### src/rtl/snn_spi_cfg_ctrl.sv
// SPI-slave config controller for the 3-input SNN core.
// Deframes 16-bit writes into the weight/threshold/leak/control bank.
module snn_spi_cfg_ctrl #(
  parameter int                DATA_W   = 8,
  parameter int                NUM_W    = 9,
  parameter logic [DATA_W-1:0] THR_RST  = 8'd16,
  parameter logic [DATA_W-1:0] LEAK_RST = 8'd1
) (
  input  logic                      clk,
  input  logic                      rst,
  input  logic                      spi_sck,
  input  logic                      spi_cs_n,
  input  logic                      spi_copi,
  output logic [NUM_W*DATA_W-1:0]   weights,
  output logic [DATA_W-1:0]         threshold,
  output logic [DATA_W-1:0]         leak,
  output logic                      snn_en,
  output logic                      cfg_stall,
  output logic                      cfg_update,
  output logic                      frame_err
);

  localparam int WB = NUM_W * DATA_W;

  typedef enum logic [1:0] {
    IDLE, SHIFT, COMMIT, ERR
  } state_e;

  state_e            state_q, state_d;
  logic [2:0]        sck_q, sck_d;
  logic [2:0]        cs_q, cs_d;
  logic [1:0]        copi_q, copi_d;
  logic [4:0]        bit_cnt_q, bit_cnt_d;
  logic [15:0]       shift_q, shift_d;
  logic              pend_q, pend_d;
  logic [WB-1:0]     weights_q, weights_d;
  logic [DATA_W-1:0] thr_q, thr_d;
  logic [DATA_W-1:0] leak_q, leak_d;
  logic              en_q, en_d;
  logic              stall_q, stall_d;
  logic              upd_q, upd_d;
  logic              err_q, err_d;

  logic              sck_rise;
  logic              cs_fall;
  logic              cs_rise;
  logic              w_bit;
  logic [6:0]        addr;
  logic [DATA_W-1:0] data;
  logic              addr_ok;

  assign sck_rise = sck_q[1] & ~sck_q[2];
  assign cs_fall  = ~cs_q[1] & cs_q[2];
  assign cs_rise  = cs_q[1] & ~cs_q[2];
  assign w_bit    = shift_q[15];
  assign addr     = shift_q[14:8];
  assign data     = shift_q[DATA_W-1:0];
  assign addr_ok  = addr < 7'(NUM_W + 3);

  always_comb begin
    sck_d     = {sck_q[1:0], spi_sck};
    cs_d      = {cs_q[1:0], spi_cs_n};
    copi_d    = {copi_q[0], spi_copi};
    state_d   = state_q;
    bit_cnt_d = bit_cnt_q;
    shift_d   = shift_q;
    pend_d    = pend_q;
    weights_d = weights_q;
    thr_d     = thr_q;
    leak_d    = leak_q;
    en_d      = en_q;
    upd_d     = 1'b0;
    err_d     = 1'b0;

    unique case (state_q)
      IDLE: begin
        // a select that fell during COMMIT/ERR is still honoured here
        if (cs_fall || (pend_q && !cs_q[1])) begin
          state_d   = SHIFT;
          bit_cnt_d = '0;
          shift_d   = '0;
          pend_d    = 1'b0;
        end
      end
      SHIFT: begin
        if (cs_rise) begin
          state_d = (bit_cnt_q == 5'd16) ? COMMIT : ERR;
        end else if (sck_rise) begin
          shift_d = {shift_q[14:0], copi_q[1]};
          if (bit_cnt_q != 5'd17) begin
            bit_cnt_d = bit_cnt_q + 5'd1;
          end
        end
      end
      COMMIT: begin
        state_d = IDLE;
        pend_d  = cs_fall;
        if (w_bit) begin
          if (addr_ok) begin
            upd_d = 1'b1;
            for (int i = 0; i < NUM_W; i++) begin
              if (addr == 7'(i)) begin
                weights_d[i*DATA_W +: DATA_W] = data;
              end
            end
            if (addr == 7'(NUM_W))     thr_d  = data;
            if (addr == 7'(NUM_W + 1)) leak_d = data;
            if (addr == 7'(NUM_W + 2)) en_d   = shift_q[0];
          end else begin
            err_d = 1'b1;
          end
        end
      end
      ERR: begin
        state_d = IDLE;
        pend_d  = cs_fall;
        err_d   = 1'b1;
      end
      default: state_d = IDLE;
    endcase

    stall_d = (state_d != IDLE);
  end

  always_ff @(posedge clk) begin
    if (rst) begin
      sck_q     <= 3'b000;
      cs_q      <= 3'b111;
      copi_q    <= 2'b00;
      state_q   <= IDLE;
      bit_cnt_q <= '0;
      shift_q   <= '0;
      pend_q    <= 1'b0;
      weights_q <= '0;
      thr_q     <= THR_RST;
      leak_q    <= LEAK_RST;
      en_q      <= 1'b0;
      stall_q   <= 1'b0;
      upd_q     <= 1'b0;
      err_q     <= 1'b0;
    end else begin
      sck_q     <= sck_d;
      cs_q      <= cs_d;
      copi_q    <= copi_d;
      state_q   <= state_d;
      bit_cnt_q <= bit_cnt_d;
      shift_q   <= shift_d;
      pend_q    <= pend_d;
      weights_q <= weights_d;
      thr_q     <= thr_d;
      leak_q    <= leak_d;
      en_q      <= en_d;
      stall_q   <= stall_d;
      upd_q     <= upd_d;
      err_q     <= err_d;
    end
  end

  assign weights    = weights_q;
  assign threshold  = thr_q;
  assign leak       = leak_q;
  assign snn_en     = en_q;
  assign cfg_stall  = stall_q;
  assign cfg_update = upd_q;
  assign frame_err  = err_q;

endmodule
### config.mk
export PLATFORM = sky130hd
export DESIGN_NAME = snn_spi_cfg_ctrl
export DESIGN_NICKNAME = d
export VERILOG_FILES = /design/src/rtl/snn_spi_cfg_ctrl.sv
export SDC_FILE = /design/constraint.sdc
export NUM_CORES = 1
export LEC_CHECK = 0
export CAP_MARGIN = 20
export CORE_ASPECT_RATIO = 0.7
export CORE_UTILIZATION = 50
export CTS_CLUSTER_DIAMETER = 60
export DETAILED_ROUTE_END_ITERATION = 7
export GPL_TIMING_DRIVEN = 0
export PLACE_DENSITY = 0.85
export SYNTH_ARGS = -nofsm -noshare
export SYNTH_HDL_FRONTEND = slang
export SYNTH_SLANG_ARGS = --single-unit
### constraint.sdc
create_clock -name clk -period 2.1 [get_ports clk]
set_clock_uncertainty 0.05 [all_clocks]
set_input_delay 0.63 -clock clk [delete_from_list [all_inputs] [get_ports clk]]
set_output_delay 0.63 -clock clk [all_outputs]
set_load 0.005 [all_outputs]
==> flow_summary_export.csv <==
group,metric,value,unit
drt,detail_route.iter0.violations,265,
final_layout,final_cell_count_no_fill,716,
worst_setup_path,cp-end-kind,"output port",
power,power.ir.vdd_worst,0.000551,V
final_layout,final_nets,589,
drt,vias_per_cell,5.53,
cts,ctsHtreeMaxLevel,4,
final_layout,layout.filler_cells,681,
final_layout,most_frequent_standard_cell_in_the_layout_excluding_fill_and_tap_cells,"sky130_fd_sc_hd__dfxtp_1",
final_layout,area_growth,35.1,%
logic_synthesis,synthDistinctLibCells,40,
die,placeableCoreArea,9140,um^2
final_layout,post_route_cells_drive_above_1_share,9.12,%
grt,first_pass_grt_wire_length,20100,um
sta,rsz0062_at_grt,"false",
worst_setup_path,cp_slowest_cell,"sky130_fd_sc_hd__clkdlybuf4s50_1",
logic_synthesis,fraction_of_synthesis_flops_using_an_asynchronous_set_or_reset_pin,0,%
worst_setup_path,crit_path_cell_trace,"clkdlybuf4s50_1",
final_layout,antenna_diode_instance_count,0,
placed_design,hpwl,8470,um
grt,grt_start_max_net_pins,17,
grt,grt_pass1_vias,3906,
logic_synthesis,syn_inst,466,
drt,wirelength,12600,um
die,chipHeight,83.6,um
drt,route.detailed.wl_per_inst,17.5,um
logic_synthesis,synth_top_cells_by_area,"sky130_fd_sc_hd__dfxtp_1 (52%), sky130_fd_sc_hd__mux2i_1 (19%), sky130_fd_sc_hd__nor2_1 (7.3%)",
drt,remaining_drc_errors,0,
cts,clock_insertion_delay_worst_skew,0.41,ns
grt,initial_antenna_violation_count,0,
die,design.die.area,9910,um^2
logic_synthesis,synth_flop_cell,"sky130_fd_sc_hd__dfxtp_1",
drt,vias,3957,
sta,fin_crit_sh,94.9,%
worst_setup_path,worst-endpoint-arrival,1.31,ns
cts,number_of_buffers_added_by_the_clock_tree_synthesis_step,17,
cts,cts.repair_timing.setup_buffer_count,0,
final_layout,post-route-cell-area,6420,um^2
worst_setup_path,count_of_cell_instances_traversed_by_the_critical_path,1,
worst_setup_path,crit_path_max_incr_delay,0.55,ns
cts,clock_sinks,124,
die,chipWidth,119,um
drt,detail_route.wirelength.met1,5550,um
final_layout,mostFrequentLayoutCells,"sky130_fd_sc_hd__dfxtp_1 (124), sky130_fd_sc_hd__clkdlybuf4s50_1 (96), sky130_fd_sc_hd__nor2_1 (93)",
drt,antenna_violating_nets_post_route,0,
power,power_leakage,0.00285,uW
placed_design,post_dp_cell_area,5870,um^2
logic_synthesis,largest_area_contributor_in_the_synthesized_netlist,"sky130_fd_sc_hd__dfxtp_1",
logic_synthesis,synth_area,4750,um^2
sta,setup_viol,0,
die,placement_rows,29,
die,initial_core_util,52.0,%
cts,ctsRootBufferMaster,"sky130_fd_sc_hd__clkbuf_16",
worst_hold_path,hp-class,"reg2reg",
worst_setup_path,worst_path_dominant_cell_family,"buffers and inverters",
logic_synthesis,yosysWarningCount,0,
power,totalPowerFinal,5210,uW
drt,met2_wirelength,5650,um
logic_synthesis,synth.ff_latch_count,124,
worst_setup_path,timing.critical_path.fanout_max,2,
die,num_io_pins,97,
logic_synthesis,synth_seq_area_share,52.2,%
sta,final_max_slew_viol_count,0,
sta,max_freq,502,MHz
worst_setup_path,cp_num_buf_inv,1,
sta,maxSlewHeadroom,48.0,%
logic_synthesis,synth_largest_type_area_fraction,52.2,%
logic_synthesis,synth.net_count,474,
grt,globalRoute.totalOverflow,0,
cts,cts.clk_slew.worst_paths,0.05,ns
cts,ctsHoldBuffers,0,
sta,finalCriticalPeriod,1.99,ns
placed_design,placed_cells,686,
worst_setup_path,data_required_time_of_the_critical_path,1.42,ns
sta,tightestPinTransition,0.779,ns
power,power_density,811,nW/um^2
worst_setup_path,reg2regPathDepth,5,
status,status,"complete, no violations",
placed_design,port_buffers,96,
logic_synthesis,synth_edf_count,0,
placed_design,gp_congestion,0.827,
grt,grt_util_all_layers,26.4,%
worst_setup_path,critical_path.startpoint_type,"register",
drt,firstDrtPassIters,5,
logic_synthesis,post_synth.cell_area_avg,10.2,um^2
drt,routed_met3_length,1070,um
cts,clock_tree_from_tritoncts,"done",
drt,maxUsedRoutingLayer,"met4",
worst_hold_path,hold-path-cell-count,1,
worst_setup_path,worstSetupPathType,"reg2out",
cts,clock_tree.buffer_depth,2,
run,drv.max_cap_violation_count,0,
sta,report.final.hold_viol_count,0,
-- timing repair --
item                                    CTS  global route
endpoints found under the hold margin     0             0
gates resized for setup                   4             0
endpoints found under the setup margin   50             0
-- state kept, by name, summed over array words and instances (netlist names), 2 cells and up --
name	cells
weights	72
state_q	2
leak	8
cs_q	3
threshold	8
copi_q	2
bit_cnt_q	5
sck_q	3
shift_q	16
-- worst register-to-register path: cells and delay by family, from the launching register on --
kind	cells	cell delay, ns
buf+inv	1	0.29
flops	1	0.34
simple gates	3	0.83
mux	1	0.30
-- cell families after synthesis --
kind of cell               share of synthesized area, %
buffers and inverters                              3.42
DFF                                                52.2
and+or+nand+nor                                    18.3
AOI/OAI and AO/OA                                  6.77
muxes                                              18.5
adders and majority gates                         0.790
-- synthesized netlist by cell type (all sizes together) (3+ instances only) --
master    n
nand3    10
or2       3
a21oi    20
o21ai    18
nand2     6
a31oi     3
nor2     93
nand4b   17
mux2i    88
clkbuf   28
buf       6
nor2b     7
dfxtp   124
inv       6
and4bb    3
nor3      4
ha        3
-- final timing paths --
| kind | slack (ns) | start | end |
|---|---|---|---|
| setup / recovery | 0.11 | weights[65] | weights[65] |
| hold / removal | 0.36 | cs_q[0] | cs_q[1] |
| setup reg to reg | 0.17 | shift_q[12] | threshold[7] |
| hold reg to reg | 0.36 | cs_q[0] | cs_q[1] |
-- where the power goes --
group / switching, uW / internal, uW
registers: 4.61 / 2360
clock network: 964 / 1740
logic: 95.2 / 34.8
total: 1060 / 4140
-- metrics by stage --
step                util (%)  setup WS, ns  hold WS, ns  TNS (ns)
global route            70.2        0.0157        0.388         0
finish                  70.2         0.108        0.364         0
CTS                     70.2         0.117        0.371         0
global placement        64.2        -0.648        0.338    -35.01
detailed placement      64.2        -0.686        0.359    -38.67
floorplan                  -         0.362        0.333         0
-- final cells by class --
| cell class | count | area, um^2 | share of cell area (%) |
|---|---|---|---|
| Tap cell | 124 | 155 | 2.42 |
| Clock buffer | 21 | 450 | 7.01 |
| Timing Repair Buffer | 96 | 961 | 15.0 |
| Clock inverter | 9 | 97.6 | 1.52 |
| Multi-Input combinational cell | 302 | 2110 | 32.8 |
| Sequential cell | 124 | 2480 | 38.7 |
| Buffer | 34 | 145 | 2.26 |
| Inverter | 6 | 22.5 | 0.351 |
-- routing by layer --
layer  track usage, %  vias up
li1                 -     1860
met1             33.0     1896
met2             41.2      174
met3             9.29       27
met4             11.7        0
met5                0        -
(Power assumes the default switching activity.)
